$ cat config.mk
export PLATFORM = sky130hd
export DESIGN_NAME = gen_tx_fifo
export DESIGN_NICKNAME = d
export VERILOG_FILES = /design/src/rtl/pcs25g_tx_pkg.sv /design/src/rtl/gen_tx_fifo_lfsr.sv /design/src/rtl/gen_tx_fifo.sv
export SDC_FILE = /design/constraint.sdc
export NUM_CORES = 1
export LEC_CHECK = 0
export ABC_AREA = 1
export CAP_MARGIN = 25
export CORE_MARGIN = 3
export CORE_UTILIZATION = 45
export DETAILED_ROUTE_END_ITERATION = 10
export HOLD_SLACK_MARGIN = 0.15
export PLACE_DENSITY = 0.65
export SYNTH_ARGS = -nofsm -noshare
export SYNTH_HDL_FRONTEND = slang
export SYNTH_SLANG_ARGS = --single-unit
$ cat constraint.sdc
create_clock -name clk -period 4.35 [get_ports clk]
set_input_delay 0.87 -clock clk [delete_from_list [all_inputs] [get_ports clk]]
set_output_delay 0.87 -clock clk [all_outputs]
set_load 0.03 [all_outputs]
$ cat src/rtl/pcs25g_tx_pkg.sv
// Shared PCS25G TX FIFO definitions: slot fill words, LANEOK header, generator states and
// the slot-enable LFSR taps, used by both the write-side generator and the read-side checker.
package pcs25g_tx_pkg;

    localparam logic [11:0] IDLE        = 12'h555;
    localparam logic [11:0] SYNC        = 12'hAAA;
    localparam logic [3:0]  LANEOK_HEAD = 4'hB;
    localparam logic [11:0] WORD_STEP   = 12'h008;

    // Fibonacci x^16+x^14+x^13+x^11+1, right-shifting: taps at bits 0,2,3,5
    localparam logic [15:0] LFSR_TAPS   = 16'h002D;

    typedef enum logic [2:0] {
        S_IDLE   = 3'd0,
        S_SYNC   = 3'd1,
        S_LANEOK = 3'd2,
        S_RUN    = 3'd3,
        S_DONE   = 3'd4
    } tx_state_e;

    function automatic logic [15:0] lfsr_step(input logic [15:0] cur);
        lfsr_step = {^(cur & LFSR_TAPS), cur[15:1]};
    endfunction

    function automatic logic [1:0] popcount2(input logic [1:0] en);
        popcount2 = {1'b0, en[0]} + {1'b0, en[1]};
    endfunction

endpackage

$ cat src/rtl/gen_tx_fifo_lfsr.sv
// 16-bit slot-enable LFSR; exposes the current and the one-step-ahead enable pair.
module gen_tx_fifo_lfsr
    import pcs25g_tx_pkg::*;
#(
    parameter logic [15:0] SEED = 16'hACE1
) (
    input  logic       clk,
    input  logic       reset_n,
    input  logic       adv,
    output logic [1:0] en_cur,
    output logic [1:0] en_nxt
);

    logic [15:0] lfsr_r;
    logic [15:0] lfsr_nxt_s;

    assign lfsr_nxt_s = lfsr_step(lfsr_r);
    assign en_cur     = lfsr_r[1:0];
    assign en_nxt     = lfsr_nxt_s[1:0];

    // LFSR state, stepped once per accepted payload beat
    always_ff @(posedge clk or negedge reset_n) begin
        if (!reset_n) begin
            lfsr_r <= SEED;
        end else if (adv) begin
            lfsr_r <= lfsr_nxt_s;
        end else begin
            lfsr_r <= lfsr_r;
        end
    end

endmodule

$ cat src/rtl/gen_tx_fifo.sv
// PCS25G TX FIFO write-side traffic generator: SYNC preamble, LANEOK markers, then an LFSR-slotted
// payload of +8 words. Optional error injection is built when GEN_TX_FIFO_ERRINJ_EN is defined.
module gen_tx_fifo
    import pcs25g_tx_pkg::*;
#(
    parameter logic [11:0] START_VAL    = 12'h000,
    parameter logic [15:0] SYNC_BEATS   = 16'd4,
    parameter logic [15:0] LANEOK_BEATS = 16'd2,
    parameter logic [7:0]  LANE_ID      = 8'h00,
    parameter logic [15:0] LFSR_SEED    = 16'hACE1
) (
    input  logic        clk,
    input  logic        reset_n,
    input  logic        start,
    input  logic [15:0] num_words,
    input  logic        full,
`ifdef GEN_TX_FIFO_ERRINJ_EN
    input  logic        inj_err,
`endif
    output logic        push,
    output logic [1:0]  en_wr,
    output logic [23:0] data_wr,
    output logic        busy,
    output logic        done
);

    localparam logic [11:0] LANEOK_WORD = {LANEOK_HEAD, LANE_ID};

    tx_state_e   state_r;
    tx_state_e   tgt_s;
    tx_state_e   after_sync_s;
    tx_state_e   after_laneok_s;
    logic        accept_s;
    logic        load_s;
    logic        adv_s;
    logic        inj_s;
    logic [15:0] cnt_r;
    logic [15:0] words_left_r;
    logic [15:0] words_src_s;
    logic [11:0] next_val_r;
    logic [11:0] lo_s;
    logic [11:0] hi_s;
    logic [1:0]  en_cur_s;
    logic [1:0]  en_nxt_s;
    logic [1:0]  en_raw_s;
    logic [1:0]  en_eff_s;
    logic [1:0]  used_s;

    assign accept_s = push & ~full;

    gen_tx_fifo_lfsr #(.SEED(LFSR_SEED)) u_lfsr (
        .clk     (clk),
        .reset_n (reset_n),
        .adv     (adv_s),
        .en_cur  (en_cur_s),
        .en_nxt  (en_nxt_s)
    );

    // Phase skipping: empty phases fall through to the next non-empty one
    always_comb begin
        words_src_s = (state_r == S_IDLE) ? num_words : words_left_r;
        if (words_src_s != 16'd0) begin
            after_laneok_s = S_RUN;
        end else begin
            after_laneok_s = S_DONE;
        end
        if (LANEOK_BEATS != 16'd0) begin
            after_sync_s = S_LANEOK;
        end else begin
            after_sync_s = after_laneok_s;
        end
    end

    // Decide when a new beat or phase must be loaded and where it goes
    always_comb begin
        tgt_s  = state_r;
        load_s = 1'b0;
        adv_s  = 1'b0;
        case (state_r)
            S_IDLE: begin
                if (start) begin
                    tgt_s  = (SYNC_BEATS != 16'd0) ? S_SYNC : after_sync_s;
                    load_s = 1'b1;
                end else begin
                    load_s = 1'b0;
                end
            end
            S_SYNC: begin
                if (accept_s && (cnt_r == 16'd1)) begin
                    tgt_s  = after_sync_s;
                    load_s = 1'b1;
                end else begin
                    load_s = 1'b0;
                end
            end
            S_LANEOK: begin
                if (accept_s && (cnt_r == 16'd1)) begin
                    tgt_s  = after_laneok_s;
                    load_s = 1'b1;
                end else begin
                    load_s = 1'b0;
                end
            end
            S_RUN: begin
                if (accept_s) begin
                    adv_s  = 1'b1;
                    tgt_s  = (words_left_r == 16'd0) ? S_DONE : S_RUN;
                    load_s = 1'b1;
                end else begin
                    adv_s  = 1'b0;
                end
            end
            S_DONE: begin
                tgt_s  = S_IDLE;
                load_s = 1'b1;
            end
            default: begin
                tgt_s  = S_IDLE;
                load_s = 1'b1;
            end
        endcase
    end

`ifdef GEN_TX_FIFO_ERRINJ_EN
    logic arm_r;
    logic beat_inj_r;

    // Error arm flag and marker for the presented beat that carries the corrupted word
    always_ff @(posedge clk or negedge reset_n) begin
        if (!reset_n) begin
            arm_r      <= 1'b0;
            beat_inj_r <= 1'b0;
        end else begin
            arm_r <= inj_err | (arm_r & ~(accept_s & beat_inj_r));
            if (load_s) begin
                beat_inj_r <= (tgt_s == S_RUN) & inj_s;
            end else begin
                beat_inj_r <= beat_inj_r;
            end
        end
    end

    assign inj_s = arm_r & ~beat_inj_r & (en_eff_s != 2'b00);
`else
    assign inj_s = 1'b0;
`endif

    // Payload beat formation; a continuing run uses the LFSR value after this acceptance
    always_comb begin
        en_raw_s = adv_s ? en_nxt_s : en_cur_s;
        if ((words_src_s == 16'd1) && (en_raw_s == 2'b11)) begin
            en_eff_s = 2'b01;
        end else begin
            en_eff_s = en_raw_s;
        end
        lo_s = en_eff_s[0] ? next_val_r : IDLE;
        case (en_eff_s)
            2'b10:   hi_s = next_val_r;
            2'b11:   hi_s = next_val_r + WORD_STEP;
            default: hi_s = IDLE;
        endcase
        lo_s   = lo_s ^ {11'd0, inj_s & en_eff_s[0]};
        hi_s   = hi_s ^ {11'd0, inj_s & ~en_eff_s[0]};
        used_s = popcount2(en_eff_s);
    end

    // Main FSM with registered beat outputs; beats hold while full is high
    always_ff @(posedge clk or negedge reset_n) begin
        if (!reset_n) begin
            state_r      <= S_IDLE;
            push         <= 1'b0;
            en_wr        <= 2'b00;
            data_wr      <= 24'h000000;
            busy         <= 1'b0;
            done         <= 1'b0;
            cnt_r        <= 16'd0;
            words_left_r <= 16'd0;
            next_val_r   <= START_VAL;
        end else if (load_s) begin
            state_r <= tgt_s;
            case (tgt_s)
                S_SYNC: begin
                    push         <= 1'b1;
                    en_wr        <= 2'b00;
                    data_wr      <= {SYNC, SYNC};
                    busy         <= 1'b1;
                    done         <= 1'b0;
                    cnt_r        <= SYNC_BEATS;
                    words_left_r <= words_src_s;
                end
                S_LANEOK: begin
                    push         <= 1'b1;
                    en_wr        <= 2'b00;
                    data_wr      <= {LANEOK_WORD, LANEOK_WORD};
                    busy         <= 1'b1;
                    done         <= 1'b0;
                    cnt_r        <= LANEOK_BEATS;
                    words_left_r <= words_src_s;
                end
                S_RUN: begin
                    push         <= 1'b1;
                    en_wr        <= en_eff_s;
                    data_wr      <= {hi_s, lo_s};
                    busy         <= 1'b1;
                    done         <= 1'b0;
                    words_left_r <= words_src_s - {14'd0, used_s};
                    next_val_r   <= next_val_r + {7'd0, used_s, 3'd0};
                end
                S_DONE: begin
                    push    <= 1'b0;
                    en_wr   <= 2'b00;
                    data_wr <= 24'h000000;
                    busy    <= 1'b0;
                    done    <= 1'b1;
                end
                default: begin
                    push    <= 1'b0;
                    en_wr   <= 2'b00;
                    data_wr <= 24'h000000;
                    busy    <= 1'b0;
                    done    <= 1'b0;
                end
            endcase
        end else if (accept_s && ((state_r == S_SYNC) || (state_r == S_LANEOK))) begin
            cnt_r <= cnt_r - 16'd1;
        end else begin
            cnt_r <= cnt_r;
        end
    end

endmodule

==> results.cfg <==
[outcome]
status = finished clean

[timing]
grt_setup_unrepaired = no
min_period_ns = 3.97
max_slew_margin_pct = 50.6
period_share_pct = 91.4
worst_pin_slew_ns = 0.741
fin_skew_ns = 0.00623
final.setup.tns_ns = 0
timing.final.ws_setup_ns = 0.375
setup_viol = 0
hold_violations = 0
slew_violations = 0
fmax_ghz = 0.252

[critical_path]
worst_ep_arrival_time_ns = 4.22
r2r_end = words_left_r[14]
cp_num_cells = 25
required_ns = 4.59
cp-start-kind = input port
crit_end = words_left_r[14]
cp-startpoint = full
worstPathMaxFanout = 3
worst_path_max_delay_cell = clkdlybuf4s50_1
cpPeakStageDelay_ns = 0.40
reg2reg_depth = 26
reg2reg_from = state_r[1]
worst-path-buf-inv = 5
worst-r2r-setup-slack_ns = 0.46
crit_type = input port to register
endpoint_kind = register
cpMostUsedCell = nand2_1
cpLargestDelayFamily = simple AND/OR/NAND/NOR gates

[synthesis]
synth_cell_type_count = 39
synth_top_flop_cell = dfrtp_1
synth_warnings = 0
yosysTopAreaCell = dfrtp_1
yosys-top-cells-area = dfrtp_1 36%, nand2_1 21%, nand3_1 5.2%
synth.top_cell.area_share_pct = 36.4
synthesis.area_mm2 = 0.00529
syn_nets = 770
ys_ff_latch = 85
synth_edf_count = 0
avgSynthCellArea_um2 = 7.15
syn_inst = 739
async_reset_ff_share_pct = 100
synth_seq_area_share_pct = 40.4

[final_layout]
n_antenna_cell = 0
filler_cell_count = 1070
area_growth_pct = 17.3
final_area_mm2 = 0.00620
finish.utilization_pct = 55.5
layout-drive-gt1-share_pct = 9.14
fin_nets = 814

[floorplan]
start_util_pct = 47.3
die_y_um = 114
die_w_um = 114
rows = 38
io_pins = 49
die_area_mm2 = 0.0131
fp.coreArea_mm2 = 0.0112

[drt]
dr.pass1.iters = 5
wl_per_cell_um = 14.0
num_vias = 4740
vias_per_cell = 5.11
drtAntennaViolNets = 0
drcViolationCount = 0
drt_wl_total_mm = 13.0
drt_iter0_markers = 359

[global_route]
antenna_found_initial = 0
grt_start_max_net_pins = 59
grt_pass1_wl_mm = 22.5
grt.total_usage_pct = 21.5
grt_pass1_vias = 4596
overflow = 0

[placed_design]
placed_cell_area_mm2 = 0.00585
dp_hpwl_mm = 9.04
portBuffers = 48
pre_cts_ws_ns = 0.0946
gp_congestion = 0.935

[pwr]
max-vdd-ir-drop_uv = 480
power-per-cell-area_mw_per_mm2 = 762
power_leakage_nw = 3.12

[clock_tree]
clk_pin_slew_ns = 0.06
holdBufCountCts = 0
cts_buffers = 9
cts-resized-gates = 0
postCtsSetupRepairBufs = 0
cts.path.max_buffers = 2
htree_levels = 3
worstSkewPairLatency_ns = 0.36
cts_sinks = 85
cts_tree = built
clock-root-buffer = clkbuf_16

[worst_hold_path]
hp-class = register to register

[flow_run]
maxCapViolations = 0
cells in the final DEF (no fill, tap or decap), types with 14 or more instances in the layout:
cell,synthesis,layout
inv_1,47,47
nor3_1,15,15
nand2_1,295,295
clkdlybuf4s50_1,0,47
a21oi_1,14,14
xor2_1,24,24
nor2_1,56,56
o21ai_0,42,42
buf_4,4,15
nand3_1,55,55
dfrtp_1,77,77
layout make-up:
| type | count | area (um2) | area share (%) |
|---|---|---|---|
| Inverter | 52 | 196 | 3.17 |
| Clock buffer | 13 | 280 | 4.52 |
| Tap cell | 140 | 175 | 2.83 |
| Clock inverter | 3 | 65.1 | 1.05 |
| Timing Repair Buffer | 62 | 583 | 9.41 |
| Multi-Input combinational cell | 573 | 2760 | 44.5 |
| Sequential cell | 85 | 2140 | 34.5 |
through the flow:
step	instances	power (mW)	hold slack (ns)
finish	928	4.73	0.464
global route	928	5.15	0.492
CTS	928	4.76	0.468
detailed placement	912	3.83	0.459
global placement	912	3.79	0.451
floorplan	739	3.13	0.442
state kept, by name (all words and copies together) (netlist names), 2 cells and up:
register and count:
data_wr 21, cnt_r 16, u_lfsr.lfsr_r 16, words_left_r 16
next_val_r 9, state_r 3, en_wr 2
cell usage after synthesis (2+ instances only):
| cell | instances |
|---|---|
| a21o_1 | 2 |
| a21oi_1 | 14 |
| buf_2 | 10 |
| buf_4 | 4 |
| buf_6 | 6 |
| clkbuf_1 | 7 |
| dfrtp_1 | 77 |
| dfstp_2 | 8 |
| fa_1 | 2 |
| ha_1 | 9 |
| inv_1 | 47 |
| inv_2 | 5 |
| nand2_1 | 295 |
| nand2_2 | 6 |
| nand3_1 | 55 |
| nand3b_1 | 3 |
| nand4_1 | 6 |
| nor2_1 | 56 |
| nor2_2 | 8 |
| nor3_1 | 15 |
| nor4_1 | 2 |
| o21ai_0 | 42 |
| o21ai_1 | 5 |
| o21ai_2 | 7 |
| o22ai_1 | 3 |
| or2_2 | 2 |
| xnor2_1 | 8 |
| xor2_1 | 24 |
where the power goes:
| group | internal [mW] | switching [mW] |
|---|---|---|
| sequential | 1.08 | 0.249 |
| clock | 0.565 | 0.326 |
| combinational | 0.940 | 1.57 |
layer usage:
layer / global-route usage, % / routed length (um) / vias to the layer above
li1: - / - / 2428
met1: 29.0 / 6220 / 2209
met2: 33.8 / 6040 / 88
met3: 5.92 / 531 / 15
met4: 6.25 / 178 / 0
met5: 0 / 0 / -
cells by family (layout without fill, tap and decap cells):
logic type | after synthesis | after routing | share of synthesized area, %
and+or+nand+nor | 452 | 452 | 35.6
DFF | 85 | 85 | 40.4
buffers and inverters | 81 | 130 | 7.34
AOI/OAI and AO/OA | 78 | 78 | 8.50
xor gates and xnor gates | 32 | 32 | 5.30
adders and majority gates | 11 | 11 | 2.89
worst register-to-register path, stage by stage (launching register included):
cell and delay (ns):
dfrtp_1 0.40, clkinv_2 0.26, nand2_4 0.29, inv_2 0.07, nand2_1 0.09, nand2_1 0.10
nor2_2 0.13, nand2_1 0.10, nand3b_1 0.21, nand2_1 0.12, inv_1 0.06, ha_1 0.31
ha_1 0.15, inv_1 0.06, fa_1 0.38, inv_1 0.10, nand2_1 0.10, nor2_1 0.17
nand2_1 0.12, nor2_2 0.15, nand2_1 0.07, nand2_1 0.06, nand2_1 0.05, nand2_1 0.06
nand2_1 0.05, nand2_1 0.06, nand2_1 0.06
worst min path at each step:
stage | start | to | slack (ns) | cells after the start
2_1_floorplan | u_lfsr.lfsr_r[12] | u_lfsr.lfsr_r[12] | 0.44 | 2
3_3_place_gp | u_lfsr.lfsr_r[13] | u_lfsr.lfsr_r[13] | 0.45 | 2
3_5_place_dp | u_lfsr.lfsr_r[10] | u_lfsr.lfsr_r[10] | 0.46 | 2
4_1_cts | u_lfsr.lfsr_r[6] | u_lfsr.lfsr_r[6] | 0.47 | 2
5_1_grt | u_lfsr.lfsr_r[10] | u_lfsr.lfsr_r[10] | 0.49 | 2
6_report | u_lfsr.lfsr_r[7] | u_lfsr.lfsr_r[7] | 0.46 | 2
No activity file was read; power rests on OpenSTA's default activity.
==> RTL change 1, RTL diff (same settings) <==
Add a define of `GEN_TX_FIFO_ERRINJ_EN`.
--- a/src/rtl/gen_tx_fifo.sv
+++ b/src/rtl/gen_tx_fifo.sv
@@ -1,5 +1,7 @@
 // PCS25G TX FIFO write-side traffic generator: SYNC preamble, LANEOK markers, then an LFSR-slotted
 // payload of +8 words. Optional error injection is built when GEN_TX_FIFO_ERRINJ_EN is defined.
+`define GEN_TX_FIFO_ERRINJ_EN
+
 module gen_tx_fifo
     import pcs25g_tx_pkg::*;
 #(
Interface: changed (added inj_err); port bits go from 49 to 50. The function was not compared with the original's and may differ.
==> RTL change 1 against the original RTL <==
Sequential cell count is 4 higher. Count of clock-buffer cells in the layout is 3 lower. Synthesized area is 3.9% higher. Register-to-register slack worse by 0.05 ns. Hold slack better by 0.019 ns. Final area is 2.8% higher. Final cell count is 2.9% higher. Worst setup slack better by 0.039 ns. Total power is 6.8% higher. Sequential power is 8% higher. Wire length is 8.2% higher. Via count is 6.8% higher.
==> RTL change 1: results (changes against the original RTL) <==
| Metric | Value |
|---|---|
| Status | `complete, no violations` |
| Mapped Area | `5490 sq um (+3.9%)` |
| Largest register FFs | `23 (+9.5%)` |
| IO buf count | `49 (+2.1%)` |
| Buffer share of cell area | `0.0896 (-0.00450)` |
| Critical-path top delay cell | `nor3_1` |
| Sequential area share after synthesis | `0.407 (+0.00303)` |
| Largest stage delay, worst path | `0.48 ns (+0.08 ns)` |
| Syn nets | `798 (+3.6%)` |
| Vias in the first global route | `4912 (+6.9%)` |
| Clk_buf instances | `10 (-3)` |
| Area Overhead vs Synth | `16.0%` |
| Non-clock buffers | `60 (-3.2%)` |
| Synth unique cells | `38 (-2.6%)` |
| R2R depth | `21 (-19%)` |
| Largest net degree at the start of global routing | `68 (+15%)` |
| Area post-placement | `6060 sq um (+3.5%)` |
| Area contributors post-synth | `dfrtp_1, nand2_1, nand3_1, o21ai_0, inv_1` |
| Register area | `2240 sq um (+4.7%)` |
| Leak pwr | `3.14 nW (+0.86%)` |
| Iter 0 DRT Violations | `362 (+0.84%)` |
| Comb_multi_in | `578 (+0.87%)` |
| WL/cell | `14.7 microns (+5.1%)` |
| Crit Path Max Fanout | `19 (+16)` |
| CP arrival | `4.18 ns (-0.04 ns)` |
==> RTL change 1: cell count changes in the layout (fill, tap and decap cells not counted), sizes merged, moves of 3 or more <==
cell / change
inv: +18
nand2: -18
o21ai: +18
xor2: -5
dfrtp: +4
nor2: +4
buf: -3
clkbuf: -3
nand3: -3
nand3b: -3
xnor2: +3
==> RTL change 1: layer usage <==
layer,share of wire,GRT usage,wire (microns),vias up
li1,-,-,-,2520
met1,0.47,0.311,6660,2424
met2,0.48,0.365,6680,101
met3,0.033,0.0301,463,19
met4,0.016,0.0758,221,0
met5,0,0,0,-
==> RTL change 1: path summary, 6_finish.rpt <==
kind | start | to | slack [ns]
setup / recovery | state_r[1] | words_left_r[12] | 0.41
hold / removal | u_lfsr.lfsr_r[15] | u_lfsr.lfsr_r[15] | 0.48
setup reg to reg | state_r[1] | words_left_r[12] | 0.41
hold reg to reg | u_lfsr.lfsr_r[15] | u_lfsr.lfsr_r[15] | 0.48
max in group asynchronous | reset_n | u_lfsr.lfsr_r[13] | 2.81
min in group asynchronous | reset_n | words_left_r[15] | 0.64
==> RTL change 1: kinds of logic after synthesis <==
family	Yosys count	synth area share
simple gates	434	0.330
compound gates	100	0.0998
buf+inv	98	0.0806
flops	89	0.407
xor+xnor	30	0.0478
fa+ha+maj	12	0.0301
mux	2	0.00410
==> RTL change 1: per-stage QoR <==
step           std cells  hold WS [ns]  worst slack (ns)  total power [mW]
2_1_floorplan        765         0.449             0.446              3.47
3_3_place_gp         939         0.464             0.132              4.14
3_5_place_dp         939         0.472             0.100              4.20
4_1_cts              955         0.487             0.467              5.07
5_1_grt              955         0.508           0.00694              5.52
6_report             955         0.484             0.414              5.05
==> RTL change 1: where the power goes <==
part,internal (mW),switching [mW]
clock,0.500,0.333
combinational,1.02,1.78
sequential,1.17,0.252
total,2.68,2.36
==> RTL change 2, RTL diff (same settings) <==
Without the edit above. Encoding of `tx_state_e`: now one-hot (5 bits for 5 states).
--- a/src/rtl/pcs25g_tx_pkg.sv
+++ b/src/rtl/pcs25g_tx_pkg.sv
@@ -10,12 +10,12 @@
     // Fibonacci x^16+x^14+x^13+x^11+1, right-shifting: taps at bits 0,2,3,5
     localparam logic [15:0] LFSR_TAPS   = 16'h002D;
 
-    typedef enum logic [2:0] {
-        S_IDLE   = 3'd0,
-        S_SYNC   = 3'd1,
-        S_LANEOK = 3'd2,
-        S_RUN    = 3'd3,
-        S_DONE   = 3'd4
+    typedef enum logic [4:0] {
+        S_IDLE   = 5'b00001,
+        S_SYNC   = 5'b00010,
+        S_LANEOK = 5'b00100,
+        S_RUN    = 5'b01000,
+        S_DONE   = 5'b10000
     } tx_state_e;
 
     function automatic logic [15:0] lfsr_step(input logic [15:0] cur);
Function: no difference found for any inputs over 10 cycles, from zero or initial values and one cycle with reset_n low; not proved beyond that.
==> RTL change 2 against the original RTL <==
Worst setup slack improved by 0.19 ns. Final area increased by 5.3%. Via count increased by 7.3%. Critical endpoint unchanged. Critical path type is now reg -> reg. Wire length increased by 12%. Die area increased by 6.7%. Sequential cell count increased by 2. Total power decreased by 13%. Core utilization decreased by 1.8 points. Synthesized area increased by 7.1%.
==> RTL change 2: results (changes against the original RTL) <==
| Metric | Value |
|---|---|
| Status | `complete, no violations` |
| Setup slack, reg-to-reg | `0.56 ns (+0.10 ns)` |
| DR pass1 iterations | `5 (unchanged)` |
| Worst Clk Skew | `0.0124 ns (+0.00618 ns)` |
| Adder-cell share of the synthesized area | `0.0270 (-0.00191)` |
| Synth unique cells | `43 (+10%)` |
| Max transition margin | `0.479 (-0.0270)` |
| Met2 wire length | `6.64 mm (+10%)` |
| Largest net degree at the start of global routing | `60 (+1.7%)` |
| Setup WS pre-CTS | `0.252 ns (+0.157 ns)` |
| Hold path endpoint | `u_lfsr.lfsr_r[10]` |
| Compound-cell area share of the yosys netlist | `0.0782 (-0.00674)` |
| NetSw | `1.98 mW (-7.7%)` |
| Met1 GRT Util | `0.293 (+0.00346)` |
| Min-delay src | `u_lfsr.lfsr_r[11]` |
| DR WL met3 | `657 microns (+24%)` |
| Sequential area share after synthesis | `0.387 (-0.0177)` |
| GPL Wtd Cong | `0.883 (-5.5%)` |
| Global Route Usage Sum | `0.214 (-0.000739)` |
| XOR/XNOR Fraction of Synth Area | `0.0464 (-0.00661)` |
| Max VDD drop | `438 uV (-8.7%)` |
| Critical path type | `reg -> reg` |
| CP arrival | `4.03 ns (-0.19 ns)` |
| Iter 0 DRT Violations | `346 (-3.6%)` |
| Final min period | `3.79 ns (-0.186 ns)` |
| Largest stage delay, worst path | `0.54 ns (+0.14 ns)` |
| Power after layout | `4.10 mW (-13%)` |
| Clk pwr | `767 uW (-14%)` |
| Crit Path Max Fanout | `22 (+19)` |
| FILL cells | `1215 (+14%)` |
| Vias in the first global route | `4832 (+5.1%)` |
| Gate Count Post-Synth | `799 (+8.1%)` |
| First-pass GRT wire length | `24.3 mm (+8.0%)` |
| Seq pwr share | `0.277 (-0.003)` |
| M3 GR Usage | `0.0383 (-0.0209)` |
| Critical-path top delay cell | `dfstp_2` |
| Area post-placement | `6240 sq um (+6.6%)` |
| Final WL | `14.5 mm (+12%)` |
| Placed insts | `1000 (+9.6%)` |
| R2r startpoint | `state_r[0]` |
| Final hold slack | `0.463 ns (-0.00127 ns)` |
| Area contributors post-synth | `dfrtp_1, nand2_1, inv_1, nor2_1, xor2_1` |
| Layout cell share with drive strength beyond 1 | `0.0991 (+0.00769)` |
| Fin nets | `874 (+7.4%)` |
| R2R depth | `22 (-15%)` |
==> RTL change 2: changes by cell type after synthesis, sizes merged, moves of 2 or more <==
cell	delta
xnor2	-6
o211ai	+2
nand2	+9
a21oi	+6
a21o	-2
nand3b	-3
xor2	+4
nand3	-16
nor2	+13
o21ai	-10
nand4	+26
inv	+41
nor3	-7
==> RTL change 2: final cells by class <==
type	count	area, sq um	share of cell area
multi-input combinational	589	2900	0.444
timing repair buffer	63	591	0.0905
clock inverter	6	52.6	0.00805
tap	168	210	0.0322
clock buffer	10	239	0.0366
inverter	93	352	0.0539
sequential	87	2190	0.335
==> RTL change 2: worst max-delay path: cells and delay by family, from the launching register on <==
kind                     cells  cell delay (ns)
buffers and inverters        3             0.37
AND/OR/NAND/NOR             16             1.88
flip-flops                   1             0.54
adder cells (fa/ha/maj)      3             0.88
